### src/rtl/cache_ctrl_nway.sv
// cache_ctrl_nway
// Controller FSM for an N-way set-associative cache with tree pseudo-LRU
// replacement. It sits between the arbiter request port and physical memory,
// and drives the way arrays, the LRU array and the datapath muxes.
//
// Optional feature macro: CACHE_VICTIM_EN
//   defined   : valid clean victims pass through a one-cycle EVICT state
//               (eviction = 1) so that a victim cache can capture the line.
//   undefined : clean victims go straight to FETCH.
//
// Ports
//   clk, rst_n                    clock, synchronous active-low reset
//   mem_read, mem_write           arbiter request (valid when exactly one high)
//   mem_resp                      request complete (combinational, hit cycle)
//   way_hit/way_valid/way_dirty   per-way tag compare and status of the set
//   lru_in / lru_out / load_lru   PLRU tree bits in, updated bits, write enable
//   load_tag/load_v/load_d        per-way array write enables
//   v_in / d_in                   per-way valid / dirty write data
//   data_sel                      way select for data mux
//   addr_sel                      0 = request address, k+1 = tag of way k
//   pmem_read/pmem_write/pmem_resp physical memory handshake
//   eviction                      victim line is on the datapath
//   clr_cnt                       synchronous counter clear
//   hit_cnt/miss_cnt/wb_cnt       saturating performance counters
module cache_ctrl_nway #(
    parameter int WAYS  = 8,
    parameter int CNT_W = 16,
    localparam int WSEL_W = $clog2(WAYS),
    localparam int ASEL_W = WSEL_W + 1
) (
    input  logic              clk,
    input  logic              rst_n,
    input  logic              mem_read,
    input  logic              mem_write,
    output logic              mem_resp,
    input  logic [WAYS-1:0]   way_hit,
    input  logic [WAYS-1:0]   way_valid,
    input  logic [WAYS-1:0]   way_dirty,
    input  logic [WAYS-2:0]   lru_in,
    output logic [WAYS-2:0]   lru_out,
    output logic              load_lru,
    output logic [WAYS-1:0]   load_tag,
    output logic [WAYS-1:0]   load_v,
    output logic [WAYS-1:0]   load_d,
    output logic [WAYS-1:0]   v_in,
    output logic [WAYS-1:0]   d_in,
    output logic [WSEL_W-1:0] data_sel,
    output logic [ASEL_W-1:0] addr_sel,
    output logic              pmem_read,
    output logic              pmem_write,
    input  logic              pmem_resp,
    output logic              eviction,
    input  logic              clr_cnt,
    output logic [CNT_W-1:0]  hit_cnt,
    output logic [CNT_W-1:0]  miss_cnt,
    output logic [CNT_W-1:0]  wb_cnt
);

    localparam logic [2:0] IDLE       = 3'd0;
    localparam logic [2:0] BUFFER     = 3'd1;
    localparam logic [2:0] WRITE_BACK = 3'd2;
`ifdef CACHE_VICTIM_EN
    localparam logic [2:0] EVICT      = 3'd3;
`endif
    localparam logic [2:0] FETCH      = 3'd4;

    logic [2:0]        state_q, state_d;
    logic [WSEL_W-1:0] victim_q, victim_d;
    logic [CNT_W-1:0]  hit_cnt_q, hit_cnt_d;
    logic [CNT_W-1:0]  miss_cnt_q, miss_cnt_d;
    logic [CNT_W-1:0]  wb_cnt_q, wb_cnt_d;
    logic              hit_inc, miss_inc, wb_inc;
    logic [WSEL_W-1:0] hit_way;
    logic [WSEL_W-1:0] plru_way;

    // Walk the tree from the root following the stored bits; the address bits
    // of the victim are collected MSB first (root decides the MSB).
    function automatic logic [WSEL_W-1:0] plru_victim(input logic [WAYS-2:0] bits);
        logic [WSEL_W-1:0] v;
        logic              b;
        int                node;
        v    = '0;
        node = 0;
        for (int d = 0; d < WSEL_W; d++) begin
            b = 1'b0;
            for (int n = 0; n < WAYS - 1; n++) begin
                if (n == node) b = bits[n];
            end
            v    = (v << 1) | WSEL_W'(b);
            node = 2 * node + 1 + int'(b);
        end
        return v;
    endfunction

    // Every node on the accessed way's path is turned to point away from it.
    function automatic logic [WAYS-2:0] plru_access(input logic [WAYS-2:0] bits,
                                                     input logic [WSEL_W-1:0] way);
        logic [WAYS-2:0]   r;
        logic [WSEL_W-1:0] t;
        logic              b;
        int                node;
        r    = bits;
        t    = way;
        node = 0;
        for (int d = 0; d < WSEL_W; d++) begin
            b = t[WSEL_W-1];
            t = t << 1;
            for (int n = 0; n < WAYS - 1; n++) begin
                if (n == node) r[n] = ~b;
            end
            node = 2 * node + 1 + int'(b);
        end
        return r;
    endfunction

    // Lowest-index hitting way wins if several tags compare equal.
    always_comb begin
        hit_way = '0;
        for (int i = WAYS - 1; i >= 0; i--) begin
            if (way_hit[i]) hit_way = WSEL_W'(i);
        end
    end

    assign plru_way = plru_victim(lru_in);

    always_comb begin
        state_d    = state_q;
        victim_d   = victim_q;
        mem_resp   = 1'b0;
        lru_out    = lru_in;
        load_lru   = 1'b0;
        load_tag   = '0;
        load_v     = '0;
        load_d     = '0;
        v_in       = '0;
        d_in       = '0;
        data_sel   = '0;
        addr_sel   = '0;
        pmem_read  = 1'b0;
        pmem_write = 1'b0;
        eviction   = 1'b0;
        hit_inc    = 1'b0;
        miss_inc   = 1'b0;
        wb_inc     = 1'b0;
        case (state_q)
            IDLE: begin
                if (mem_read ^ mem_write) begin
                    if (|way_hit) begin
                        mem_resp = 1'b1;
                        load_lru = 1'b1;
                        lru_out  = plru_access(lru_in, hit_way);
                        data_sel = hit_way;
                        hit_inc  = 1'b1;
                        if (mem_write) begin
                            d_in[hit_way]     = 1'b1;
                            load_d[hit_way]   = 1'b1;
                            load_tag[hit_way] = 1'b1;
                        end
                        state_d = BUFFER;
                    end else begin
                        // The victim is frozen here so later lru_in changes
                        // cannot redirect the refill.
                        victim_d = plru_way;
                        data_sel = plru_way;
                        addr_sel = {1'b0, plru_way} + ASEL_W'(1);
                        miss_inc = 1'b1;
                        if (way_valid[plru_way] && way_dirty[plru_way]) begin
                            state_d = WRITE_BACK;
                            wb_inc  = 1'b1;
                        end
`ifdef CACHE_VICTIM_EN
                        else if (way_valid[plru_way]) begin
                            state_d = EVICT;
                        end
`endif
                        else begin
                            state_d = FETCH;
                        end
                    end
                end
            end
            BUFFER: begin
                state_d = IDLE;
            end
            WRITE_BACK: begin
                pmem_write = 1'b1;
                eviction   = 1'b1;
                data_sel   = victim_q;
                // Address switches to the request as the writeback completes.
                if (pmem_resp) begin
                    addr_sel = '0;
                    state_d  = FETCH;
                end else begin
                    addr_sel = {1'b0, victim_q} + ASEL_W'(1);
                end
            end
`ifdef CACHE_VICTIM_EN
            EVICT: begin
                eviction = 1'b1;
                data_sel = victim_q;
                addr_sel = '0;
                state_d  = FETCH;
            end
`endif
            FETCH: begin
                pmem_read          = 1'b1;
                addr_sel           = '0;
                load_tag[victim_q] = 1'b1;
                load_v[victim_q]   = 1'b1;
                load_d[victim_q]   = 1'b1;
                v_in[victim_q]     = 1'b1;
                if (pmem_resp) state_d = IDLE;
            end
            default: begin
                state_d = IDLE;
            end
        endcase
    end

    // Saturating counters; a clear overrides any increment in the same cycle.
    always_comb begin
        hit_cnt_d  = hit_cnt_q;
        miss_cnt_d = miss_cnt_q;
        wb_cnt_d   = wb_cnt_q;
        if (clr_cnt) begin
            hit_cnt_d  = '0;
            miss_cnt_d = '0;
            wb_cnt_d   = '0;
        end else begin
            if (hit_inc && (hit_cnt_q != '1))   hit_cnt_d  = hit_cnt_q + CNT_W'(1);
            if (miss_inc && (miss_cnt_q != '1)) miss_cnt_d = miss_cnt_q + CNT_W'(1);
            if (wb_inc && (wb_cnt_q != '1))     wb_cnt_d   = wb_cnt_q + CNT_W'(1);
        end
    end

    always_ff @(posedge clk) begin
        if (!rst_n) begin
            state_q    <= IDLE;
            victim_q   <= '0;
            hit_cnt_q  <= '0;
            miss_cnt_q <= '0;
            wb_cnt_q   <= '0;
        end else begin
            state_q    <= state_d;
            victim_q   <= victim_d;
            hit_cnt_q  <= hit_cnt_d;
            miss_cnt_q <= miss_cnt_d;
            wb_cnt_q   <= wb_cnt_d;
        end
    end

    assign hit_cnt  = hit_cnt_q;
    assign miss_cnt = miss_cnt_q;
    assign wb_cnt   = wb_cnt_q;

endmodule

### config.mk
export PLATFORM = sky130hd
export DESIGN_NAME = cache_ctrl_nway
export DESIGN_NICKNAME = d
export VERILOG_FILES = /design/src/rtl/cache_ctrl_nway.sv
export SDC_FILE = /design/constraint.sdc
export NUM_CORES = 1
export LEC_CHECK = 0
export CAP_MARGIN = 20
export CORE_MARGIN = 4
export CORE_UTILIZATION = 45
export CTS_CLUSTER_DIAMETER = 30
export DETAILED_ROUTE_END_ITERATION = 10
export GPL_TIMING_DRIVEN = 1
export HOLD_SLACK_MARGIN = 0.03
export PLACE_DENSITY = 0.95
export SLEW_MARGIN = 20
export SYNTH_ARGS = -nofsm -noshare
export SYNTH_HDL_FRONTEND = slang
export SYNTH_SLANG_ARGS = --single-unit
### constraint.sdc
create_clock -name clk -period 6.5 [get_ports clk]
set_input_delay 1.3 -clock clk [delete_from_list [all_inputs] [get_ports clk]]
set_output_delay 1.3 -clock clk [all_outputs]
set_load 0.02 [all_outputs]
==> out/qor.txt, run 1 <==
Final Routed Wirelength: 10900 µm
Clock H-tree levels: 2
Data required time at the worst endpoint: 5.20 ns
Kind of capture point of the worst setup path: output pin
Congestion Overflow GR: 0
Main combinational cell family by area after synthesis: simple AND/OR/NAND/NOR gates
CTS sink cnt: 54
Slew Viols, Final: 0
Clock period minus final worst setup slack: 5.47 ns
Layout cells sized above 1: 3.96%
Global-route wire length before repair: 17300 µm
Post-synthesis net count: 474
Number of hold violations in the final report: 0
Simple-gate share of the synthesized area: 34.7%
Post-route setup TNS: 0 ns
Worst IR drop on VDD: 135 µV
Post-CTS Resized: 0
Vias in the first global route: 3549
Vias per cell: 5.60
LEAKAGE: 1.64 nW
Antenna fix cells: 0
WP data arrival: 4.17 ns
Async set-reset flop share out of synthesis: 0%
Power Density: 133 nW/µm²
Clock tree from TritonCTS: yes
Number of storage elements in the synthesis netlist: 54
RD Place Congestion: 0.944
Non-Filler Cell Area, Final: 4830 µm²
Worst setup SP type: primary input
Synthesized-area fraction occupied by ao, oa, aoi and oai cells: 13.8%
Count of nets after finishing: 596
Die W: 94.4 µm
# DRC: 0
Most frequent standard cell in the layout excluding fill and tap cells: sky130_fd_sc_hd__clkdlybuf4s50_1
Antenna violations before repair: 0
Core region area: 7250 µm²
Outcome: complete, no violations
Root Buffer Master: sky130_fd_sc_hd__clkbuf_8
Number of buffers inserted by port buffering: 143
Dpl cell area: 4730 µm²
Top library cells by usage in the layout, fill and taps aside: sky130_fd_sc_hd__clkdlybuf4s50_1, sky130_fd_sc_hd__nor2_1, sky130_fd_sc_hd__dfxtp_1
Mux contribution to synthesized area: 2.09%
Hold bufs inserted after CTS: 0
Total GRT Usage: 24.0%
Part of the Yosys area used for sequential elements: 32.2%
Placed wire-length estimate after detailed placement: 8760 µm
Number of failing setup endpoints in the final timing report: 0
Path type of the worst min-delay path: reg2reg
Post-Syn Area per Cell: 7.77 µm²
Total power: 0.000644 W
Die footprint: 8900 µm²
WL per Instance: 16.6 µm
Postcts setup bufs: 0
Number of CTS-inserted buffers: 5
Pin count of the biggest net entering global routing: 31
Most frequently used flop master after synthesis: sky130_fd_sc_hd__dfxtp_1
Number of enable-type register cells in the synthesized netlist: 0
Slew at the pin closest to its max-slew limit: 0.899 ns
Number of max-cap violations: 0
Adder-cell share of the synthesized area: 1.86%
Max Clk Rate: 0.183 GHz
Part of the cycle the worst path needs: 84.1%
I/O pin total: 144
Final worst clock skew: 0.00601 ns
Count of cell types in the netlist: 56
Layout overhead on the synthesized area: 43.8%
Share of the synthesized netlist area taken by xor and xnor gates: 8.61%
Number of placement rows: 31
Number of vias in the routed layout: 3660
Mapped cell area: 3360 µm²
Number of standard cells after synthesis: 432
Drt initial violations: 191
Start-to-end type of the worst setup path: in2out
Number of buffers on the longest clock path: 2
Die Height: 94.4 µm
Synth Warn #: 0
Antenna viol nets, final: 0
Clock Pin Slew Worst Setup and Hold Paths: 0.10 ns
Initial DRT Pass Iterations: 5
Max transition margin: 39.9%
Max Fanout on Critical Path: 6
Clk Latency, worst-skew pair: 0.31 ns
Setup repair after global routing missed its margin: false
Starting density of the core: 46.3%
[per-stage QoR]
step,worst slack (ns),utilization (%),instances,hold slack (ns)
floorplan,2.02,-,432,0.505
global placement,1.27,65.2,646,0.494
detailed placement,1.12,65.2,646,0.506
CTS,1.10,66.5,654,0.521
global route,0.849,66.5,654,0.558
finish,1.03,66.5,654,0.523
[layer usage]
layer	wire, µm	GRT usage [%]	up-vias
li1	-	-	1773
met1	4000	25.8	1695
met2	5460	44.0	160
met3	1070	6.93	32
met4	340	9.27	0
met5	0	0	-
[state kept, by name (all words and copies together) (netlist names)]
| register | count |
|---|---|
| hit_cnt | 16 |
| miss_cnt | 16 |
| wb_cnt | 16 |
| state_q | 3 |
| victim_q | 3 |
[synthesized netlist by cell type, types with 8 or more instances]
| library cell | n | share of area, % |
|---|---|---|
| sky130_fd_sc_hd__xor2_1 | 26 | 6.8 |
| sky130_fd_sc_hd__buf_4 | 18 | 4.0 |
| sky130_fd_sc_hd__nand3_1 | 27 | 4.0 |
| sky130_fd_sc_hd__nand2_1 | 51 | 5.7 |
| sky130_fd_sc_hd__nor2_1 | 59 | 6.6 |
| sky130_fd_sc_hd__inv_1 | 9 | 1.0 |
| sky130_fd_sc_hd__nand4_1 | 19 | 3.5 |
| sky130_fd_sc_hd__dfxtp_1 | 54 | 32 |
| sky130_fd_sc_hd__o22ai_1 | 8 | 1.5 |
| sky130_fd_sc_hd__nand2b_1 | 10 | 1.9 |
| sky130_fd_sc_hd__o21ai_0 | 17 | 2.5 |
| sky130_fd_sc_hd__nor3_1 | 8 | 1.2 |
| sky130_fd_sc_hd__a21oi_1 | 15 | 2.2 |
[area by class of cell]
cell class	instances	area, µm²
Inverter	9	33.8
Sequential cell	54	1080
Fill cell	619	2430
Multi-Input combinational cell	340	2050
Clock inverter	2	16.3
Tap cell	99	124
Timing Repair Buffer	144	1440
Clock buffer	6	82.6
[critical path, cell delays in order]
cell and delay, ns:
sky130_fd_sc_hd__clkdlybuf4s50_1 0.51, sky130_fd_sc_hd__nor2b_1 0.15, sky130_fd_sc_hd__o21bai_1 0.08, sky130_fd_sc_hd__a221oi_1 0.73
sky130_fd_sc_hd__nand2_1 0.28, sky130_fd_sc_hd__nor3b_1 0.30, sky130_fd_sc_hd__or2_2 0.18, sky130_fd_sc_hd__clkdlybuf4s50_1 0.63
[path summary, 6_finish.rpt]
check                                start          to  slack, ns  depth (start not counted)
worst max-delay path            way_hit[7]   load_d[7]       1.03                          8
worst min-delay path             wb_cnt[9]   wb_cnt[9]       0.52                          2
worst max register to register  state_q[2]  wb_cnt[10]       4.01                          6
worst min register to register   wb_cnt[9]   wb_cnt[9]       0.52                          2
[power breakdown]
part | switching, W | leakage (nW) | total, W | internal, W
clock network | 0.000111 | 0.0478 | 0.000199 | 0.0000879
logic | 0.0000606 | 1.15 | 0.000111 | 0.0000507
registers | 0.00000177 | 0.435 | 0.000333 | 0.000332
total | 0.000173 | 1.64 | 0.000644 | 0.000470
[cell families after synthesis]
family / count (synthesis)
compound gates: 68
xor+xnor: 33
fa+ha+maj: 5
buf+inv: 38
flops: 54
mux: 7
simple gates: 227
No activity file was read; power rests on OpenSTA's default activity.
==> inputs of run 2 (changes only) <==
--- a/config.mk
+++ b/config.mk
@@ -7,12 +7,12 @@
 export LEC_CHECK = 0
 export CAP_MARGIN = 20
 export CORE_MARGIN = 4
-export CORE_UTILIZATION = 45
+export CORE_UTILIZATION = 39
 export CTS_CLUSTER_DIAMETER = 30
 export DETAILED_ROUTE_END_ITERATION = 10
 export GPL_TIMING_DRIVEN = 1
 export HOLD_SLACK_MARGIN = 0.03
-export PLACE_DENSITY = 0.95
+export PLACE_DENSITY = 0.89
 export SLEW_MARGIN = 20
 export SYNTH_ARGS = -nofsm -noshare
 export SYNTH_HDL_FRONTEND = slang
==> constraint.sdc (replaced) <==
create_clock -name clk -period 4.49 [get_ports clk]
set_input_delay 0.898 -clock clk [delete_from_list [all_inputs] [get_ports clk]]
set_output_delay 0.898 -clock clk [all_outputs]
set_load 0.02 [all_outputs]
==> run 2 against run 1 <==
Compared with the run above: final area rose by 1.3%; clock power rose by 29%; flip-flop and latch count did not move; combinational power rose by 50%; global-route usage fell by 3.5 points; worst hold slack got worse by 0.0077 ns; critical path type unchanged; critical endpoint is now data_sel[0].
==> out/qor.txt, run 2 (synthesized netlist as in run 1, its figures left out) <==
Outcome: complete, no violations (unchanged)
CP peak stage delay: 0.67 ns (was 0.73 ns)
Cell mode on critical path: sky130_fd_sc_hd__clkdlybuf4s50_1 (unchanged)
Worst setup path endpoint: data_sel[0] (was load_d[7])
Vias in the first global route: 3521 (was 3549)
Die W: 101 µm (was 94.4 µm)
Path type of the worst min-delay path: reg2reg (unchanged)
Die Height: 101 µm (was 94.4 µm)
LEAKAGE: 1.67 nW (was 1.64 nW)
Critical path launch point: way_hit[5] (was way_hit[7])
Launch point of the worst hold path: wb_cnt[9] (unchanged)
Worst setup SP type: primary input (unchanged)
I/O pin total: 144 (unchanged)
Max Clk Rate: 0.232 GHz
Dpl cell area: 4800 µm² (was 4730 µm²)
Internal power summed over all cells: 0.000666 W (was 0.000470 W)
Count of filler cells inserted in the layout: 720 (was 619)
Register-to-register setup slack: 1.90 ns (was 4.01 ns)
P_sw: 0.000240 W (was 0.000173 W)
Ordered list of cells on the worst path: clkdlybuf4s50_1, or4_1, o211ai_1, inv_1, nand2_1, a311oi_1, clkdlybuf4s50_1 (was clkdlybuf4s50_1, nor2b_1, o21bai_1, a221oi_1, nand2_1, nor3b_1, or2_2, clkdlybuf4s50_1)
Hold bufs inserted after CTS: 0 (unchanged)
Data required time at the worst endpoint: 3.59 ns (was 5.20 ns)
Antenna viol nets, final: 0 (unchanged)
Starting density of the core: 40.4% (was 46.3%)
CTS sink cnt: 54 (unchanged)
Vias per cell: 5.58 (was 5.60)
Final worst clock skew: 0.00414 ns (was 0.00601 ns)
Clock tree from TritonCTS: yes (unchanged)
Clock Pin Slew Worst Setup and Hold Paths: 0.09 ns (was 0.10 ns)
Number of buffers on the longest clock path: 2 (unchanged)
Drt initial violations: 195 (was 191)
Final Routed Wirelength: 10800 µm (was 10900 µm)
Slew Viols, Final: 0 (unchanged)
Worst IR drop on VDD: 132 µV (was 135 µV)
Non-Filler Cell Area, Final: 4890 µm² (was 4830 µm²)
Slowest cell on crit path: sky130_fd_sc_hd__or4_1 (was sky130_fd_sc_hd__a221oi_1)
Layout overhead on the synthesized area: 45.7% (was 43.8%)
Number of CTS-inserted buffers: 5 (unchanged)
Most frequent standard cell in the layout excluding fill and tap cells: sky130_fd_sc_hd__clkdlybuf4s50_1 (unchanged)
Power Density: 185 nW/µm² (was 133 nW/µm²)
Root Buffer Master: sky130_fd_sc_hd__clkbuf_8 (unchanged)
Top library cells by usage in the layout, fill and taps aside: sky130_fd_sc_hd__clkdlybuf4s50_1, sky130_fd_sc_hd__nor2_1, sky130_fd_sc_hd__dfxtp_1 (unchanged)
WP data arrival: 3.40 ns (was 4.17 ns)
Placed wire-length estimate after detailed placement: 8570 µm (was 8760 µm)
Congestion Overflow GR: 0 (unchanged)
Kind of capture point of the worst setup path: output pin (unchanged)
Total GRT Usage: 20.4% (was 24.0%)
Number of hold violations in the final report: 0 (unchanged)
Clk Latency, worst-skew pair: 0.29 ns (was 0.31 ns)
Share of total power in combinational logic: 18.4% (was 17.3%)
Setup repair after global routing missed its margin: false (unchanged)
Clock H-tree levels: 2 (unchanged)
Slew at the pin closest to its max-slew limit: 0.892 ns (was 0.899 ns)
Part of the cycle the worst path needs: 95.8%
# DRC: 0 (unchanged)
Post-CTS Resized: 0 (unchanged)
Layout cells sized above 1: 5.51% (was 3.96%)
Worst Reg2Reg Path Length in Cells: 7 (was 6)
Number of failing setup endpoints in the final timing report: 0 (unchanged)
Max transition margin: 40.4% (was 39.9%)
Number of placement rows: 33 (was 31)
Initial DRT Pass Iterations: 4 (was 5)
Sw frac: 26.5% (was 26.9%)
Number of buffers inserted by port buffering: 143 (unchanged)
Core region area: 8300 µm² (was 7250 µm²)
Antenna fix cells: 0 (unchanged)
RD Place Congestion: 0.960 (was 0.944)
Start-to-end type of the worst setup path: in2out (unchanged)
Global-route wire length before repair: 17100 µm (was 17300 µm)
Reg-to-reg critical path endpoint: hit_cnt[13] (was wb_cnt[10])
Number of vias in the routed layout: 3726 (was 3660)
Count of nets after finishing: 605 (was 596)
Clock period minus final worst setup slack: 4.30 ns
Post-route setup TNS: 0 ns (unchanged)
Postcts setup bufs: 0 (unchanged)
Launch point of the worst reg-to-reg path: state_q[2] (unchanged)
Proportion of power drawn by the clock network: 28.3% (was 30.9%)
Share of total power in sequential cells: 53.3% (was 51.8%)
Number of max-cap violations: 0 (unchanged)
Max Fanout on Critical Path: 6 (unchanged)
Total power: 0.000906 W (was 0.000644 W)
Die footprint: 10200 µm² (was 8900 µm²)
Pin count of the biggest net entering global routing: 30 (was 31)
WL per Instance: 16.1 µm (was 16.6 µm)
Antenna violations before repair: 0 (unchanged)
run 2: cell count changes in the layout (fill, tap and decap cells not counted):
cell and delta:
sky130_fd_sc_hd__nand2b_1 -1, sky130_fd_sc_hd__inv_6 -1, sky130_fd_sc_hd__nor3b_2 +1, sky130_fd_sc_hd__clkbuf_8 -1, sky130_fd_sc_hd__nand2b_2 +1, sky130_fd_sc_hd__buf_4 +9, sky130_fd_sc_hd__clkbuf_1 +1, sky130_fd_sc_hd__nor3b_1 -1
run 2: worst min-delay path by stage:
| stage | cells after the start | endpoint | slack, ns |
|---|---|---|---|
| after floorplan | 2 | victim_q[0] | 0.51 |
| after global placement | 1 | hit_cnt[14] | 0.49 |
| after detailed placement | 1 | wb_cnt[12] | 0.50 |
| after CTS | 2 | wb_cnt[9] | 0.52 |
| after global routing | 2 | wb_cnt[9] | 0.55 |
| final | 2 | wb_cnt[9] | 0.51 |
run 2: metrics by stage:
stage               setup slack [ns]  hold slack, ns  std cells  utilization, %
floorplan                      0.809           0.505        432               -
global placement               0.227           0.493        661            57.8
detailed placement             0.182           0.505        661            57.9
CTS                            0.179           0.518        668            58.8
global route                  0.0742           0.546        668            58.9
finish                         0.187           0.515        668            58.9
run 2: critical path: cells and delay by family:
family	cells	cell delay [ns]
and+or+nand+nor	2	0.80
buffers and inverters	3	1.25
AOI/OAI and AO/OA	2	0.45
run 2: routing by layer:
layer  wire, µm  up-vias  track usage [%]
met1       4220     1748             23.6
li1           -     1785                -
met4        221        0             6.01
met3        893       24             4.43
met5          0        -                0
met2       5420      169             37.4
run 2: layout make-up:
type | count | area, µm² | area share, %
sequential | 54 | 1080 | 22.1
inverter | 9 | 33.8 | 0.691
timing repair buffer | 153 | 1510 | 30.8
tap | 105 | 131 | 2.69
clock buffer | 6 | 72.6 | 1.48
clock inverter | 1 | 7.51 | 0.154
multi-input combinational | 340 | 2060 | 42.1
run 2: power by group through the flow:
stage	Clock [W]	Combinational, W	Sequential, W
after detailed placement	0	0.000166	0.000494
after global routing	0.000290	0.000180	0.000483
final	0.000256	0.000167	0.000483
after global placement	0	0.000164	0.000494
after CTS	0.000271	0.000167	0.000483
after floorplan	0	0.0000793	0.000494
